[config.mk]
export PLATFORM = sky130hd
export DESIGN_NAME = dram_cmd_arbiter
export DESIGN_NICKNAME = d
export VERILOG_FILES = /design/src/rtl/dram_cmd_arbiter_pkg.sv /design/src/rtl/dram_cmd_rr_pick.sv /design/src/rtl/dram_cmd_arbiter.sv
export SDC_FILE = /design/constraint.sdc
export NUM_CORES = 1
export LEC_CHECK = 0
export BUFFER_PORTS_ARGS = -buffer_cell sky130_fd_sc_hd__buf_2
export CORE_ASPECT_RATIO = 1.5
export CORE_MARGIN = 2
export CORE_UTILIZATION = 43
export CTS_BUF_LIST = sky130_fd_sc_hd__clkbuf_4 sky130_fd_sc_hd__clkbuf_8 sky130_fd_sc_hd__clkbuf_16
export CTS_CLUSTER_DIAMETER = 80
export DETAILED_ROUTE_END_ITERATION = 8
export PLACE_DENSITY_LB_ADDON = 0.3
export SLEW_MARGIN = 30
export SYNTH_ARGS = -nofsm -noshare
export SYNTH_HDL_FRONTEND = slang
export SYNTH_SLANG_ARGS = --single-unit
[constraint.sdc]
create_clock -name i_clk -period 2.95 [get_ports i_clk]
set_input_delay 0.59 -clock i_clk [delete_from_list [all_inputs] [get_ports i_clk]]
set_output_delay 0.59 -clock i_clk [all_outputs]
set_load 0.1 [all_outputs]
[src/rtl/dram_cmd_arbiter_pkg.sv]
// rtl/dram_cmd_arbiter_pkg.sv - shared DRAM command widths, limits and types
package dram_cmd_arbiter_pkg;

  localparam int GLOBAL_ADDR_BW  = 32;
  localparam int DATA_BW         = 8;
  localparam int CACHE_SIZE      = 4;
  localparam int DRAM_MAX_RD_OUT = 4;

  // Command word as seen by the memory-controller side
  typedef struct packed {
    logic                             we;
    logic [GLOBAL_ADDR_BW-1:0]        addr;
    logic [DATA_BW*CACHE_SIZE-1:0]    wd;
    logic [CACHE_SIZE-1:0]            mask;
  } dram_cmd_t;

  typedef enum logic {
    SLICE_EMPTY = 1'b0,
    SLICE_FULL  = 1'b1
  } slice_state_e;

endpackage

[src/rtl/dram_cmd_rr_pick.sv]
// rtl/dram_cmd_rr_pick.sv - weighted round-robin read/write pick with run tracking
module dram_cmd_rr_pick #(
  parameter int WR_WEIGHT = 2
) (
  input  logic i_clk,
  input  logic i_rst_n,
  input  logic i_slot_free,
  input  logic i_rd_ok,
  input  logic i_wr_rdy,
  output logic o_gnt_rd,
  output logic o_gnt_wr
);

  localparam int RW = $clog2(WR_WEIGHT + 1);
  localparam logic [RW-1:0] RUN_CAP = RW'(WR_WEIGHT);

  logic          last_wr_q, last_wr_d;
  logic [RW-1:0] wr_run_q, wr_run_d;
  logic          pick_wr;

  // Reset leaves last_wr_q as "read", so a contended first pick goes to the write
  assign pick_wr  = i_wr_rdy && (!i_rd_ok || !last_wr_q || (wr_run_q < RUN_CAP));
  assign o_gnt_wr = i_slot_free && pick_wr;
  assign o_gnt_rd = i_slot_free && i_rd_ok && !pick_wr;

  always_comb begin
    last_wr_d = last_wr_q;
    wr_run_d  = wr_run_q;
    if (o_gnt_wr) begin
      last_wr_d = 1'b1;
      if (!last_wr_q) begin
        wr_run_d = RW'(1);
      end else if (wr_run_q < RUN_CAP) begin
        wr_run_d = wr_run_q + RW'(1);
      end
    end else if (o_gnt_rd) begin
      last_wr_d = 1'b0;
      wr_run_d  = '0;
    end
  end

  always_ff @(posedge i_clk or negedge i_rst_n) begin
    if (!i_rst_n) begin
      last_wr_q <= 1'b0;
      wr_run_q  <= '0;
    end else begin
      last_wr_q <= last_wr_d;
      wr_run_q  <= wr_run_d;
    end
  end

endmodule

[src/rtl/dram_cmd_arbiter.sv]
// rtl/dram_cmd_arbiter.sv - merges read and write requesters onto one DRAM command slice
module dram_cmd_arbiter
  import dram_cmd_arbiter_pkg::*;
#(
  parameter int GBW        = GLOBAL_ADDR_BW,
  parameter int DBW        = DATA_BW,
  parameter int CSIZE      = CACHE_SIZE,
  parameter int MAX_RD_OUT = DRAM_MAX_RD_OUT,
  parameter int WR_WEIGHT  = 2
) (
  input  logic                         i_clk,
  input  logic                         i_rst_n,
  input  logic                         i_dramra_rdy,
  output logic                         o_dramra_ack,
  input  logic [GBW-1:0]               i_dramra,
  input  logic                         i_dramw_rdy,
  output logic                         o_dramw_ack,
  input  logic [GBW-1:0]               i_dramwa,
  input  logic [DBW*CSIZE-1:0]         i_dramwd,
  input  logic [CSIZE-1:0]             i_dramw_mask,
  output logic                         o_cmd_rdy,
  input  logic                         i_cmd_ack,
  output logic                         o_cmd_we,
  output logic [GBW-1:0]               o_cmd_addr,
  output logic [DBW*CSIZE-1:0]         o_cmd_wd,
  output logic [CSIZE-1:0]             o_cmd_mask,
  input  logic                         i_dramrd_rdy,
  input  logic                         i_dramrd_ack,
  output logic [$clog2(MAX_RD_OUT+1)-1:0] o_rd_inflight,
  output logic                         o_err
);

  localparam int IW = $clog2(MAX_RD_OUT + 1);
  localparam logic [IW-1:0] RD_CAP = IW'(MAX_RD_OUT);

  slice_state_e           state_q, state_d;
  logic                   we_q, we_d;
  logic [GBW-1:0]         addr_q, addr_d;
  logic [DBW*CSIZE-1:0]   wd_q, wd_d;
  logic [CSIZE-1:0]       mask_q, mask_d;
  logic [IW-1:0]          inflight_q, inflight_d;
  logic                   err_q, err_d;

  logic slot_free, rd_ok, gnt_rd, gnt_wr, rd_ret;

  // Grants are held off while reset is asserted so no ack escapes during reset
  assign slot_free = i_rst_n && ((state_q == SLICE_EMPTY) || i_cmd_ack);
  assign rd_ok     = i_dramra_rdy && (inflight_q < RD_CAP);
  assign rd_ret    = i_dramrd_rdy && i_dramrd_ack;

  dram_cmd_rr_pick #(
    .WR_WEIGHT (WR_WEIGHT)
  ) u_pick (
    .i_clk       (i_clk),
    .i_rst_n     (i_rst_n),
    .i_slot_free (slot_free),
    .i_rd_ok     (rd_ok),
    .i_wr_rdy    (i_dramw_rdy),
    .o_gnt_rd    (gnt_rd),
    .o_gnt_wr    (gnt_wr)
  );

  always_comb begin
    state_d = state_q;
    we_d    = we_q;
    addr_d  = addr_q;
    wd_d    = wd_q;
    mask_d  = mask_q;
    if (gnt_wr) begin
      state_d = SLICE_FULL;
      we_d    = 1'b1;
      addr_d  = i_dramwa;
      wd_d    = i_dramwd;
      mask_d  = i_dramw_mask;
    end else if (gnt_rd) begin
      state_d = SLICE_FULL;
      we_d    = 1'b0;
      addr_d  = i_dramra;
      wd_d    = '0;
      mask_d  = '0;
    end else if ((state_q == SLICE_FULL) && i_cmd_ack) begin
      state_d = SLICE_EMPTY;
    end
  end

  always_comb begin
    inflight_d = inflight_q;
    err_d      = err_q;
    if (rd_ret && (inflight_q == '0)) begin
      err_d = 1'b1;
    end
    if (gnt_rd && !rd_ret) begin
      inflight_d = inflight_q + IW'(1);
    end else if (rd_ret && !gnt_rd && (inflight_q != '0)) begin
      inflight_d = inflight_q - IW'(1);
    end
  end

  always_ff @(posedge i_clk or negedge i_rst_n) begin
    if (!i_rst_n) begin
      state_q    <= SLICE_EMPTY;
      we_q       <= 1'b0;
      addr_q     <= '0;
      wd_q       <= '0;
      mask_q     <= '0;
      inflight_q <= '0;
      err_q      <= 1'b0;
    end else begin
      state_q    <= state_d;
      we_q       <= we_d;
      addr_q     <= addr_d;
      wd_q       <= wd_d;
      mask_q     <= mask_d;
      inflight_q <= inflight_d;
      err_q      <= err_d;
    end
  end

  assign o_dramra_ack  = gnt_rd;
  assign o_dramw_ack   = gnt_wr;
  assign o_cmd_rdy     = (state_q == SLICE_FULL);
  assign o_cmd_we      = we_q;
  assign o_cmd_addr    = addr_q;
  assign o_cmd_wd      = wd_q;
  assign o_cmd_mask    = mask_q;
  assign o_rd_inflight = inflight_q;
  assign o_err         = err_q;

endmodule

After elaboration in Yosys (flattened, before gate mapping). Index checks and enable logic that the tools add are counted.

Reductions and logical operators: 26. Add/subtract/negate cells: 3. Eq/ne operators: 1. Bitwise gates (word level): 1. $lt $le $gt $ge: 2. Multiplexer cells: 17.

Operators with widths (number): 32-bit two-way mux (4); 1-bit logical AND (12); 2-bit two-way mux (4); 4-bit two-way mux (2); 3-bit two-way mux (2); 3-bit nonzero test (2); 1-bit zero test (5); 1-bit two-way mux (5); 2-bit nonzero test (2); 3-bit by 1-bit adder with 3-bit output (second input constant) (1); 3-bit zero test (1); 1-bit logical OR (3); 3-bit less-than comparator (second input constant) (1); 3-bit inequality test (second input constant) (1); 3-bit by 1-bit subtractor with 3-bit output (second input constant) (1); 2-bit by 1-bit adder with 2-bit output (second input constant) (1); 2-bit less-than comparator (second input constant) (1); 2-bit AND reduction (1); 1-bit inverter (1).

Output and inout bits: 76. Register bits: 76.

Depth between registers and ports, before layout.
Depth in word-level cells: 13. Gate-level depth with buffers: 7. Mapped depth without buffers: 6.

Cells and area by module. A second synthesis with hierarchy kept.

Cell total of the unflattened synthesis: 271. Area, all modules: 3234.4 µm².

Modules (own cells, without submodules): dram_cmd_arbiter (cells each 253, instances 1, area an instance 3072.9 µm², sequential area each 1851.8 µm²); dram_cmd_rr_pick (cells each 18, instances 1, area an instance 161.4 µm², sequential area each 75.1 µm²).

Least setup slack after synthesis. OpenSTA, ideal clock, no wires.

Path type: reg2reg. Start: register u_pick.last_wr_q. End: register inflight_q[2], in the netlist o_rd_inflight[2]. Required time: 2861 ps. Path slack: -256 ps. Period minus slack after synthesis: 3206 ps. Stages on the path, launching flop included: 8. Setup time: 89 ps. Data arrival time: 3118 ps. Cell sequence: dfrtp_1 a21boi_1 and4b_4 buf_2 nand2_1 fa_1 or4_1 o211ai_1.

Longest elaborated chain between the ends: 10. Elaborated cells between the ends (all ways): 12. Classes of those cells: mux: 1; reduce/logical: 11.

RTL lines: start, declared (line dram_cmd_rr_pick.sv:17) `logic last_wr_q, last_wr_d;`; start signal, assigned (line dram_cmd_rr_pick.sv:47) `last_wr_q <= last_wr_d;`; 1-bit zero test * (line dram_cmd_rr_pick.sv:22) `assign pick_wr = i_wr_rdy && (!i_rd_ok || !last_wr_q || (wr_run_q < RUN_CAP));`; 1-bit logical OR * (2 in a row) (line dram_cmd_rr_pick.sv:22); 1-bit logical AND * (line dram_cmd_rr_pick.sv:22); 1-bit zero test * (line dram_cmd_rr_pick.sv:24) `assign o_gnt_rd = i_slot_free && i_rd_ok && !pick_wr;`; 1-bit logical AND * (line dram_cmd_rr_pick.sv:24); named net o_dramra_ack (line dram_cmd_arbiter.sv:14) `output logic o_dramra_ack,`; 1-bit zero test (line dram_cmd_arbiter.sv:94) `end else if (rd_ret && !gnt_rd && (inflight_q != '0)) begin`; 1-bit logical AND (2 in a row) (line dram_cmd_arbiter.sv:94); 2-bit nonzero test (no line); end signal, assigned (line dram_cmd_arbiter.sv:114) `inflight_q <= inflight_d;`; end, declared (line dram_cmd_arbiter.sv:41) `logic [IW-1:0] inflight_q, inflight_d;`.

The timed path passes the listed nets; every way through them passes the cells marked *. A chain may end at the register's enable or synchronous reset.

Worst setup path in the final report.
Start: register inflight_q[2], in the netlist o_rd_inflight[2]. End: output port o_dramra_ack.

Longest elaborated chain between the ends: 8. Elaborated cells between the ends (all ways): 9. Classes of those cells: order compare: 1; reduce/logical: 8.

RTL lines: 3-bit less-than comparator * (line dram_cmd_arbiter.sv:48) `assign rd_ok = i_dramra_rdy && (inflight_q < RD_CAP);`; 1-bit logical AND * (line dram_cmd_arbiter.sv:48); 1-bit zero test (line dram_cmd_rr_pick.sv:22); 1-bit logical OR (2 in a row) (line dram_cmd_rr_pick.sv:22); 1-bit logical AND (line dram_cmd_rr_pick.sv:22); 1-bit zero test (line dram_cmd_rr_pick.sv:24); 1-bit logical AND * (line dram_cmd_rr_pick.sv:24); end, declared (line dram_cmd_arbiter.sv:14).

Every way passes the cells marked *; elsewhere a longest branch is shown, timed or not.

==> results.toml <==
[outcome]
outcome = "completed"

[cts]
cts_made_buffers = 9
clk_pin_slew_worst_paths_ps = 80
clock_sinks = 76
ctsHoldBuffers = 0
clock_tree.htree_level_count = 3
cts_resized = 0
post_cts_buffers = 0
clk_latency_ps = 330
clk_root_buffer_cell = "sky130_fd_sc_hd__clkbuf_8"
tritoncts = "done"
clk_path_buf_depth = 2

[synth]
postSynthAreaPerCell_sq_um = 13.2
yosys.cell_count.top_type = "sky130_fd_sc_hd__dfrtp_1"
yosys_top_cell_area_share_pct = 62.6
post_synth_inst_count = 231
main_combinational_cell_family_by_area_after_synthesis = "compound AO/OA/AOI/OAI gates"
synth.top_cells.by_count = "sky130_fd_sc_hd__dfrtp_1, sky130_fd_sc_hd__a22o_1, sky130_fd_sc_hd__inv_1, sky130_fd_sc_hd__a222oi_1, sky130_fd_sc_hd__clkbuf_1"
adder_and_majority_cell_fraction_of_the_synthesized_area_pct = 0.659
synthesis.nets = 339
seq_area_frac_synth_pct = 62.6
synth_top_flop_cell = "sky130_fd_sc_hd__dfrtp_1"
synth_edf_count = 0
synth_mux_area_share_pct = 0.371
yosys.cell_types.count = 31
synthArstFlopShare_pct = 100
synth_area_leaders = "sky130_fd_sc_hd__dfrtp_1, sky130_fd_sc_hd__a22o_1, sky130_fd_sc_hd__a222oi_1, sky130_fd_sc_hd__inv_1, sky130_fd_sc_hd__buf_6"
ys_seq_elements = 76
synth_largest_area_cell = "sky130_fd_sc_hd__dfrtp_1"
synth_compound_gate_area_share_pct = 24.6
post_synth_instance_area_sq_mm = 0.00304
synthSimpleGateAreaFrac_pct = 3.25
synthesis.yosys.warnings = 0
synth-xor-area-share_pct = 0.288

[timing]
fmaxAchievable_ghz = 0.394
worst_slew_margin_pct = 58.1
timing.final.crit_period_ps = 2540
postLayoutSetupSlackWorst_ps = 414
worst_clock_skew_ps = 8.61
layout_worst_path_cycle_share_pct = 86.0
timing_hold_violations_final = 0
setup_tns_ps = 0
count_of_final_max_slew_check_failures = 0
grt_setup_unrepaired = "no"
worst_slew_pin_slew_ps = 628
final-setup-viol-count = 0

[drt]
postRouteWirelength_mm = 7.55
drc = 0
drt.antenna.violating_nets = 0
routed_via_density = 5.33
initialDrtViolationCount = 254
via_count = 2640
detail_route.wl_per_cell_um = 15.3
detail_route.first_pass.iterations = 8

[layout]
postLayoutCoreUtil_pct = 61.3
num-fill-cells = 577
post_layout_nonfiller_instances = 495
design.final.nets = 520
final_layout_size_suffix_gt1_share_pct = 50.8
final-seq-area_sq_mm = 0.00190
multiInputGateArea_sq_um = 897
antenna_cells_inserted = 0
synthToLayoutAreaGrowth_pct = 38.1

[power]
static-leakage-power_nw = 2.40
worst_ir_drop_vdd_mv = 0.709
power_mw = 5.43
pwr_density_cell_mw_per_mm2 = 1290

[grt]
first_global_vias = 2464
global_route.usage.total_pct = 19.1
maximum_number_of_pins_on_one_net_before_global_route_repair = 54
grt_pass1_wl_mm = 11.3
globalRouteOverflowTotal = 0
grt_antenna_before_repair = 0

[worst_setup_path]
critical_path_peak_fanout = 39
worstPathArrival_ps = 1950
endpoint_of_the_worst_register_to_register_path = "o_rd_inflight[2]"
worst_ep_required_time_ps = 2360
timing.critical_path.to_type = "primary output"
criticalPathCategory = "register to primary output"
crit-reg2reg-launch = "o_rd_inflight[2]"
reg2reg_depth = 6
startpoint_type = "register"
worst-r2r-setup-slack_ps = 730

[placed_design]
number_of_buffers_inserted_by_port_buffering = 182
dp_worst_setup_slack_ps = 497
routabilityCongestion = 0.868
hpwlAfterDp_mm = 5.43
dp_cells = 479

[floorplan]
die-width_um = 72.6
coreArea_sq_mm = 0.00685
die_area_sq_mm = 0.00777
row_count = 37
dieHeight_um = 107
num_io_pins = 183
initial_core_util_pct = 44.4

[flow_run]
cap_viol_max_count = 0

[min_path]
hp-class = "input port to async pin"
-- cell usage in the layout (no fill, tap or decap), drive strengths merged, types with 3 or more instances in the layout --
cell type,netlist,routed
clkinv,0,3
nand2,3,3
dfrtp,76,76
inv,34,35
buf,12,189
nor2,4,4
a222oi,32,32
a21oi,3,3
a22o,37,37
clkbuf,7,10
-- cell type report --
type	instances	share of cell area, %
clock buffer	10	3.28
clock inverter	6	0.924
inverter	34	3.04
multi-input combinational	102	21.4
sequential	76	45.3
tap	78	2.32
timing repair buffer	189	23.7
-- stage by stage --
stage          area (sq um)  hold slack, ps
6_report               4200             292
5_1_grt                4200             295
4_1_cts                4200             284
3_5_place_dp           4020             453
3_3_place_gp           4020             446
2_1_floorplan          3040             294
-- worst max-delay path by stage --
stage / start / endpoint / slack [ps] / cells past startpoint
finish: o_rd_inflight[2] / o_dramra_ack / 410 / 4
global route: o_rd_inflight[2] / o_dramra_ack / 300 / 4
global placement: i_dramra_rdy / o_rd_inflight[2] / 580 / 7
floorplan: o_rd_inflight[2] / o_rd_inflight[2] / 30 / 7
detailed placement: i_dramra_rdy / o_rd_inflight[2] / 500 / 7
CTS: o_rd_inflight[2] / o_dramra_ack / 400 / 4
-- critical path, cell delays in order, from the launching register on --
cell and delay, ps:
sky130_fd_sc_hd__dfrtp_1 460, sky130_fd_sc_hd__nor2b_2 260, sky130_fd_sc_hd__and4b_4 270, sky130_fd_sc_hd__buf_4 380, sky130_fd_sc_hd__buf_12 230
-- report_power, final --
part | leakage [nW] | switching [mW] | internal [mW] | total (mW)
registers | 0.946 | 0.212 | 1.35 | 1.57
clock network | 0.0885 | 0.358 | 0.326 | 0.684
logic | 1.36 | 2.66 | 0.521 | 3.18
-- state kept, by name (all words and copies together), names as in the netlist --
register / cells
u_pick.last_wr_q: 1
o_cmd_rdy: 1
o_cmd_wd: 32
o_rd_inflight: 3
o_cmd_addr: 32
o_cmd_mask: 4
u_pick.wr_run_q: 2
o_err: 1
-- kinds of logic after synthesis --
family,Yosys count
and+or+nand+nor,16
DFF,76
muxes,1
xor gates and xnor gates,1
buffers and inverters,53
adders and majority gates,1
AOI/OAI and AO/OA,83
-- per-layer routing --
layer / track usage, % / wire [um] / vias up
li1: - / - / 1244
met1: 23.6 / 3050 / 1257
met2: 31.4 / 3860 / 126
met3: 3.76 / 480 / 13
met4: 9.79 / 160 / 0
met5: 0 / 0 / -
No activity file was read; power rests on OpenSTA's default activity.
